File: config.mk
export PLATFORM = sky130hd
export DESIGN_NAME = booth_mul_seq
export DESIGN_NICKNAME = d
export VERILOG_FILES = /design/src/rtl/booth_mul_seq.sv
export SDC_FILE = /design/constraint.sdc
export NUM_CORES = 1
export LEC_CHECK = 0
export ABC_AREA = 1
export CAP_MARGIN = 20
export CORE_UTILIZATION = 59
export DETAILED_ROUTE_END_ITERATION = 8
export GPL_TIMING_DRIVEN = 0
export PLACE_DENSITY = 0.88
export SLEW_MARGIN = 15
export SYNTH_ARGS = -nofsm -noshare
export SYNTH_HDL_FRONTEND = slang
export SYNTH_SLANG_ARGS = --single-unit
export TNS_END_PERCENT = 1
File: constraint.sdc
create_clock -name clk -period 3.67 [get_ports clk]
set_input_delay 0.734 -clock clk [delete_from_list [all_inputs] [get_ports clk]]
set_output_delay 0.734 -clock clk [all_outputs]
set_load 0.005 [all_outputs]
File: src/rtl/booth_mul_seq.sv
// rtl/booth_mul_seq.sv - sequential radix-4 Booth signed multiplier
// Retires two multiplier bits per CALC cycle; p is registered and only moves on entry to DONE.
module booth_mul_seq #(
  parameter int WIDTH = 16
) (
  input  logic                 clk,
  input  logic                 rst_n,
  input  logic                 start,
  input  logic [WIDTH-1:0]     x,
  input  logic [WIDTH-1:0]     y,
  output logic                 busy,
  output logic                 done,
  output logic [2*WIDTH-1:0]   p
);

  localparam int PW = 2 * WIDTH;
  localparam int CW = (WIDTH / 2 > 1) ? $clog2(WIDTH / 2) : 1;
  localparam logic [CW-1:0] LAST = CW'(WIDTH / 2 - 1);

  typedef enum logic [1:0] {
    IDLE = 2'd0,
    CALC = 2'd1,
    DONE = 2'd2
  } state_t;

  state_t          state_q, state_d;
  logic [WIDTH:0]  mreg_q, mreg_d;
  logic [WIDTH-1:0] yreg_q, yreg_d;
  logic [PW-1:0]   acc_q, acc_d;
  logic [PW-1:0]   p_q, p_d;
  logic [CW-1:0]   cnt_q, cnt_d;

  logic            pp_zero, pp_two, pp_neg;
  logic [PW-1:0]   y_ext, pp_mag, pp_ones, pp_shift, s_shift;
  logic [PW-1:0]   acc_sum;

  always_comb begin
    pp_zero = 1'b0;
    pp_two  = 1'b0;
    pp_neg  = 1'b0;
    case (mreg_q[2:0])
      3'b001, 3'b010: ;
      3'b011:         pp_two = 1'b1;
      3'b100: begin
        pp_two = 1'b1;
        pp_neg = 1'b1;
      end
      3'b101, 3'b110: pp_neg = 1'b1;
      default:        pp_zero = 1'b1;
    endcase
  end

  // Negative digits add ~mag with a carry-in at the same weight, i.e. -mag.
  always_comb begin
    y_ext    = {{WIDTH{yreg_q[WIDTH-1]}}, yreg_q};
    pp_mag   = pp_zero ? '0 : (pp_two ? (y_ext << 1) : y_ext);
    pp_ones  = pp_neg ? ~pp_mag : pp_mag;
    pp_shift = pp_ones << {cnt_q, 1'b0};
    s_shift  = {{(PW-1){1'b0}}, pp_neg} << {cnt_q, 1'b0};
    acc_sum  = acc_q + pp_shift + s_shift;
  end

  always_comb begin
    state_d = state_q;
    mreg_d  = mreg_q;
    yreg_d  = yreg_q;
    acc_d   = acc_q;
    cnt_d   = cnt_q;
    p_d     = p_q;
    case (state_q)
      IDLE: begin
        if (start) begin
          mreg_d  = {x, 1'b0};
          yreg_d  = y;
          acc_d   = '0;
          cnt_d   = '0;
          state_d = CALC;
        end
      end
      CALC: begin
        acc_d  = acc_sum;
        mreg_d = {{2{mreg_q[WIDTH]}}, mreg_q[WIDTH:2]};
        cnt_d  = cnt_q + 1'b1;
        if (cnt_q == LAST) begin
          p_d     = acc_sum;
          state_d = DONE;
        end
      end
      DONE:    state_d = IDLE;
      default: state_d = IDLE;
    endcase
  end

  always_ff @(posedge clk or negedge rst_n) begin
    if (!rst_n) begin
      state_q <= IDLE;
      mreg_q  <= '0;
      yreg_q  <= '0;
      acc_q   <= '0;
      cnt_q   <= '0;
      p_q     <= '0;
    end else begin
      state_q <= state_d;
      mreg_q  <= mreg_d;
      yreg_q  <= yreg_d;
      acc_q   <= acc_d;
      cnt_q   <= cnt_d;
      p_q     <= p_d;
    end
  end

  assign busy = (state_q != IDLE);
  assign done = (state_q == DONE);
  assign p    = p_q;

endmodule

### Yosys cells after proc, flatten, opt, wreduce, memory -nomap -nowiden

Index checks and enable logic that the tools add are counted.

* bits in registers: 102
* bits in latches: 0
* memory bits (writable): 0
* bits in read-only memories: 0
* input bits: 35
* output and inout bits: 34
* memories kept: 0

* $add $sub $neg: 3
* multipliers: 0
* div/mod/pow operators: 0
* $lt $le $gt $ge: 0
* equality and inequality tests: 11
* shift operators: 2
* muxes and demuxes: 14
* bitwise logic cells: 2
* reduce and logical (&&, ||, !) cells: 11

Operators with widths (count)
* 32-bit two-way mux: 3
* 32-bit adder: 2
* 32-bit case mux with 2 select lines: 1
* 17-bit case mux with 2 select lines: 1
* 32-bit NOT: 1
* 1-bit by 4-bit << shifter with 32-bit output: 1
* 32-bit by 4-bit << shifter with 32-bit output: 1
* 17-bit two-way mux: 1
* 16-bit two-way mux: 1
* 3-bit equality test, second input constant: 4
* 2-bit AND reduction: 4
* 3-bit by 2-bit equality test with 1-bit output, second input constant: 2
* 3-bit case mux with 2 select lines: 1
* 6-bit OR reduction: 1
* 2-bit two-way mux: 2
* 2-bit inequality test, second input constant: 2
* 2-bit case mux with 2 select lines: 1
* 2-bit nonzero test: 2
* 3-bit by 1-bit adder with 3-bit output, second input constant: 1
* 3-bit by 1-bit equality test with 1-bit output, second input constant: 1
* 3-bit two-way mux: 1
* 3-bit AND reduction: 1
* 3-bit OR reduction: 1
* 2-bit by 1-bit equality test with 1-bit output, second input constant: 1
* other kinds (5): 6

### Longest topological paths before layout

Gate-level depths: netlist (run 1).

* depth after elaboration: 11
* depth in mapped cells: 26
* gate-level depth less buffers: 25

### Least setup slack after synthesis (run 1)

Ideal clock, no wire load.

* path type: flip-flop to flip-flop
* from: reg mreg_q[2]
* to: reg acc_q[30]
* setup time: 0.118 ns
* data arrival time: 3.150 ns
* path slack: 0.402 ns
* stages on the path, launching flop included: 25
* cell sequence: dfrtp_1 inv_2 nand3_2 nand2_4 buf_6 nand2_1 nand3_1 nand2_1 nand3_1 nand3_1 nand3_1 o21ai_0 fa_1 ha_1 nand2_1 nor2_1 inv_1 nor3_1 nand2_1 nand2_1 nand2_1 nand2_1 nand2_1 nand3_1 nand2_1

* cells in the longest elaborated chain, start to end: 11
* elaborated cells on any way between the ends: 20
* classes of those cells: add/sub (2); eq/ne (6); shift (2); mux (6); bitwise (1); reduce/logical (3)

Ends and longest elaborated chain
* from (decl): RTL line 27 `logic [WIDTH:0] mreg_q, mreg_d;`
* from (signal assigned): RTL line 104 `mreg_q <= mreg_d;`
* 3-bit equality test / 3-bit by 2-bit equality test with 1-bit output (equally long branches): RTL line 41 `case (mreg_q[2:0])`
* 2-bit OR reduction (no source line)
* 1-bit two-way mux: RTL line 41
* 16-bit two-way mux: RTL line 56 `pp_mag = pp_zero ? '0 : (pp_two ? (y_ext << 1) : y_ext);`
* 32-bit two-way mux: RTL line 56
* 32-bit NOT: RTL line 57 `pp_ones = pp_neg ? ~pp_mag : pp_mag;`
* 32-bit two-way mux: RTL line 57
* 32-bit by 4-bit << shifter with 32-bit output: RTL line 58 `pp_shift = pp_ones << {cnt_q, 1'b0};`
* 32-bit adder: RTL line 60 `acc_sum = acc_q + pp_shift + s_shift;`
* 32-bit adder (*): RTL line 60
* 32-bit case mux with 2 select lines (*): RTL line 70 `case (state_q)`
* to (signal assigned): RTL line 99 `acc_q <= '0;`
* to (signal assigned): RTL line 106 `acc_q <= acc_d;`
* to (decl): RTL line 29 `logic [PW-1:0] acc_q, acc_d;`

Every way passes the cells marked *; elsewhere a longest branch is shown, timed or not.
A chain may end at the register's enable or synchronous reset.

### Final worst setup path (run 1)

* from: reg mreg_q[2]
* to: reg acc_q[25]

The elaborated chain is that of the path after synthesis.

==> flow_summary.ini, run 1 <==
[final_layout]
area_growth_pct = 33.5
fin_cells = 1392
fin_nets = 1314
final_util_pct = 81.0
diodes = 0
drive_gt1_share_pct = 22.6

[sta]
rsz0062_at_grt = true
setup_ws_ns = -0.160
max_slew_margin_pct = 42.6
slew_violations = 0
fmax_mhz = 261
tightest_slew_ns = 0.861
fin_crit_ns = 3.83
finalClockSkew_ns = 0.0103
fin_crit_sh_pct = 104
tns_ns = -1.77
hold_viol_final = 0
finalSetupViolCount = 30

[clock_tree]
hold_buffers = 0
numClockSinks = 102
clock_tree.root_cell = clkbuf_16
insertion_delay_ns = 0.37
clock_path_buffers = 2
cts_tree = built
cts_inserted_buffers = 9
cts-htree-levels = 3
cts.clk_slew.worst_paths_ns = 0.08

[run]
cap_violations = 0

[placement]
gp_congestion = 1.00
place_inst = 1350
portBuffers = 68
hpwl_microns = 17600
dp_slack_ns = -0.395

[worst_setup_path]
worstPathMaxFanout = 8
critPathKind = reg -> reg
cp.arrival_ns = 4.08
critPathCaptureType = flip-flop
reg2reg_slack_ns = -0.16
critPathLaunchType = flip-flop
critical_path_required_ns = 3.92

[floorplanning]
num_rows = 41
core_area_sq_mm = 0.0126
die_w_microns = 116
dieArea_sq_mm = 0.0134
start_util_pct = 60.7
ios = 69
die_y_microns = 116

[synthesis]
synth_area_per_cell_sq_um = 6.90
ys_ff_latch = 102
synth.net_count = 1208
synth_cells = 1109
synthesis.area_sq_mm = 0.00766
synth.yosys.warnings = 0
ys_types = 36
yosysSeqAreaShare_pct = 33.3

[grt]
antenna_found_initial = 0
grt_max_degree = 81
grt_util_met3_pct = 8.47
grt.busiest_layer = met2
gr-total-overflow = 0
grt_pass1_wl_microns = 37100
met1_usage_pct = 50.5
grtUsageTotal_pct = 36.4
use_met2_pct = 56.7
first_global_vias = 7582

[outcome]
violations = negative setup slack
outcome = finished with violations

[routing]
wirelength_microns = 26100
wl_per_cell_microns = 18.8
num_vias = 8771
antenna_left = 0
vias_per_cell = 6.30
drc = 0
first_pass_iters = 8
first_iter_violations = 1352

[min_path]
hold_path_class = in -> async
-- kinds of logic after synthesis --
logic type,after synthesis,synth area share [%]
adders and majority gates,64,11.3
DFF,102,33.3
AOI/OAI and AO/OA,139,10.1
xor gates and xnor gates,14,1.60
muxes,1,0.147
and+or+nand+nor,633,35.5
buffers and inverters,156,7.91
-- metal layers --
layer	up-vias	routed length [microns]	part of all wire, %
met5	-	0	0
met4	0	915	3.5
met3	113	3000	11
met2	622	12000	46
met1	4131	10200	39
li1	3905	-	-
-- worst max-delay path, stage by stage, from the launching register on --
cell	delay, ns
dfrtp_2	0.47
clkinv_4	0.13
nand3_4	0.16
nand2_8	0.09
buf_8	0.14
o211ai_1	0.23
nand2_1	0.11
nand2_2	0.09
nand2_2	0.08
nand2_4	0.08
nand3_4	0.10
fa_1	0.58
inv_2	0.07
ha_4	0.32
nand2_1	0.11
nor2_2	0.15
nand2_1	0.08
nand2_2	0.10
nand4_1	0.21
nand3_1	0.16
nand2_1	0.07
nand3_1	0.09
nand2_1	0.06
-- stage by stage --
| step | hold slack, ns | area, sq um |
|---|---|---|
| after global routing | 0.222 | 10200 |
| after CTS | 0.220 | 9170 |
| final | 0.215 | 10200 |
| after global placement | 0.463 | 8550 |
| after detailed placement | 0.465 | 8580 |
| after floorplan | 0.438 | 7660 |
-- synth_stat cells --
| library cell | number | area [sq um] |
|---|---|---|
| a21oi_1 | 55 | 275 |
| a221oi_1 | 13 | 114 |
| a22o_1 | 2 | 17.5 |
| a31oi_1 | 1 | 6.26 |
| buf_1 | 4 | 15.0 |
| buf_2 | 7 | 35.0 |
| buf_4 | 1 | 7.51 |
| buf_6 | 1 | 11.3 |
| clkbuf_1 | 29 | 109 |
| clkinv_1 | 2 | 7.51 |
| dfrtp_1 | 102 | 2550 |
| fa_1 | 9 | 180 |
| ha_1 | 55 | 688 |
| inv_1 | 109 | 409 |
| inv_2 | 3 | 11.3 |
| mux2_2 | 1 | 11.3 |
| nand2_1 | 354 | 1330 |
| nand2_2 | 2 | 12.5 |
| nand2_4 | 1 | 11.3 |
| nand3_1 | 149 | 746 |
| nand3_2 | 1 | 10.0 |
| nand3b_1 | 6 | 45.0 |
| nand4_1 | 30 | 188 |
| nor2_1 | 62 | 233 |
| nor3_1 | 23 | 115 |
| nor4_1 | 4 | 25.0 |
| o211ai_1 | 4 | 30.0 |
| o21a_1 | 1 | 7.51 |
| o21ai_0 | 54 | 270 |
| o21ai_1 | 3 | 15.0 |
| o21ai_2 | 1 | 8.76 |
| o21bai_1 | 1 | 7.51 |
| o22ai_1 | 4 | 25.0 |
| or2_2 | 1 | 6.26 |
| xnor2_1 | 10 | 87.6 |
| xor2_1 | 4 | 35.0 |
-- area by class of cell --
type / count / area (sq um)
Clock inverter: 7 / 88.8
Inverter: 114 / 437
Fill cell: 848 / 2400
Sequential cell: 102 / 2560
Timing Repair Buffer: 96 / 945
Tap cell: 172 / 215
Multi-Input combinational cell: 852 / 5560
Buffer: 40 / 194
Clock buffer: 9 / 225
-- placed cells by master (no fill, tap or decap), drive strengths merged --
cell type,Yosys,routed
a22o,2,2
nand3b,6,6
a21oi,55,55
inv,112,116
o21ai,58,58
mux2,1,1
buf,13,40
o21a,1,1
clkbuf,29,38
nor2,62,62
clkinv,2,5
o22ai,4,4
or2,1,1
xor2,4,4
clkdlybuf4s50,0,67
fa,9,9
nor3,23,23
nand2,357,358
nand4,30,30
ha,55,55
a221oi,13,13
o211ai,4,4
nor4,4,4
dfrtp,102,102
o21bai,1,1
a31oi,1,1
xnor2,10,10
nand3,150,150
-- flip-flops by register name, indices dropped and copies added, names as in the netlist --
signal	cells
acc_q	32
cnt_q	3
mreg_q	17
p	32
state_q	2
yreg_q	16
-- timing repair --
| item | CTS | global route |
|---|---|---|
| cloned | 0 | 2 |
| resized for setup | 52 | 236 |
| buffers inserted | 7 | 19 |
| pin swaps | 2 | 76 |
| endpoints found under the setup margin | 50 | 52 |
-- path summary, 6_finish.rpt --
check,start,endpoint,cells past startpoint
worst min register to register,p[22]$_DFFE_PN0P_,p[22]$_DFFE_PN0P_,2
worst min-delay path,rst_n,p[28]$_DFFE_PN0P_,1
min in group clk,p[22]$_DFFE_PN0P_,p[22]$_DFFE_PN0P_,2
worst max-delay path,mreg_q[2]$_DFFE_PN0P_,acc_q[25]$_DFFE_PN0P_,22
max in group asynchronous,rst_n,mreg_q[0]$_DFFE_PN0P_,2
worst max register to register,mreg_q[2]$_DFFE_PN0P_,acc_q[25]$_DFFE_PN0P_,22
Power of run 1 is not shown: default switching activity piles up to over one toggle a cycle in this logic, so the estimate is an artifact.
==> run 2: changes to the inputs <==
--- a/config.mk
+++ b/config.mk
@@ -6,10 +6,10 @@
 export NUM_CORES = 1
 export LEC_CHECK = 0
 export ABC_AREA = 1
-export CAP_MARGIN = 20
 export CORE_UTILIZATION = 59
 export DETAILED_ROUTE_END_ITERATION = 8
 export GPL_TIMING_DRIVEN = 0
+export HOLD_SLACK_MARGIN = 0.02
 export PLACE_DENSITY = 0.88
 export SLEW_MARGIN = 15
 export SYNTH_ARGS = -nofsm -noshare
==> results of run 2 <==
The final DEF is identical to that of run 1; final timing and power are the same.
Power of run 2 is left out for the same reason.
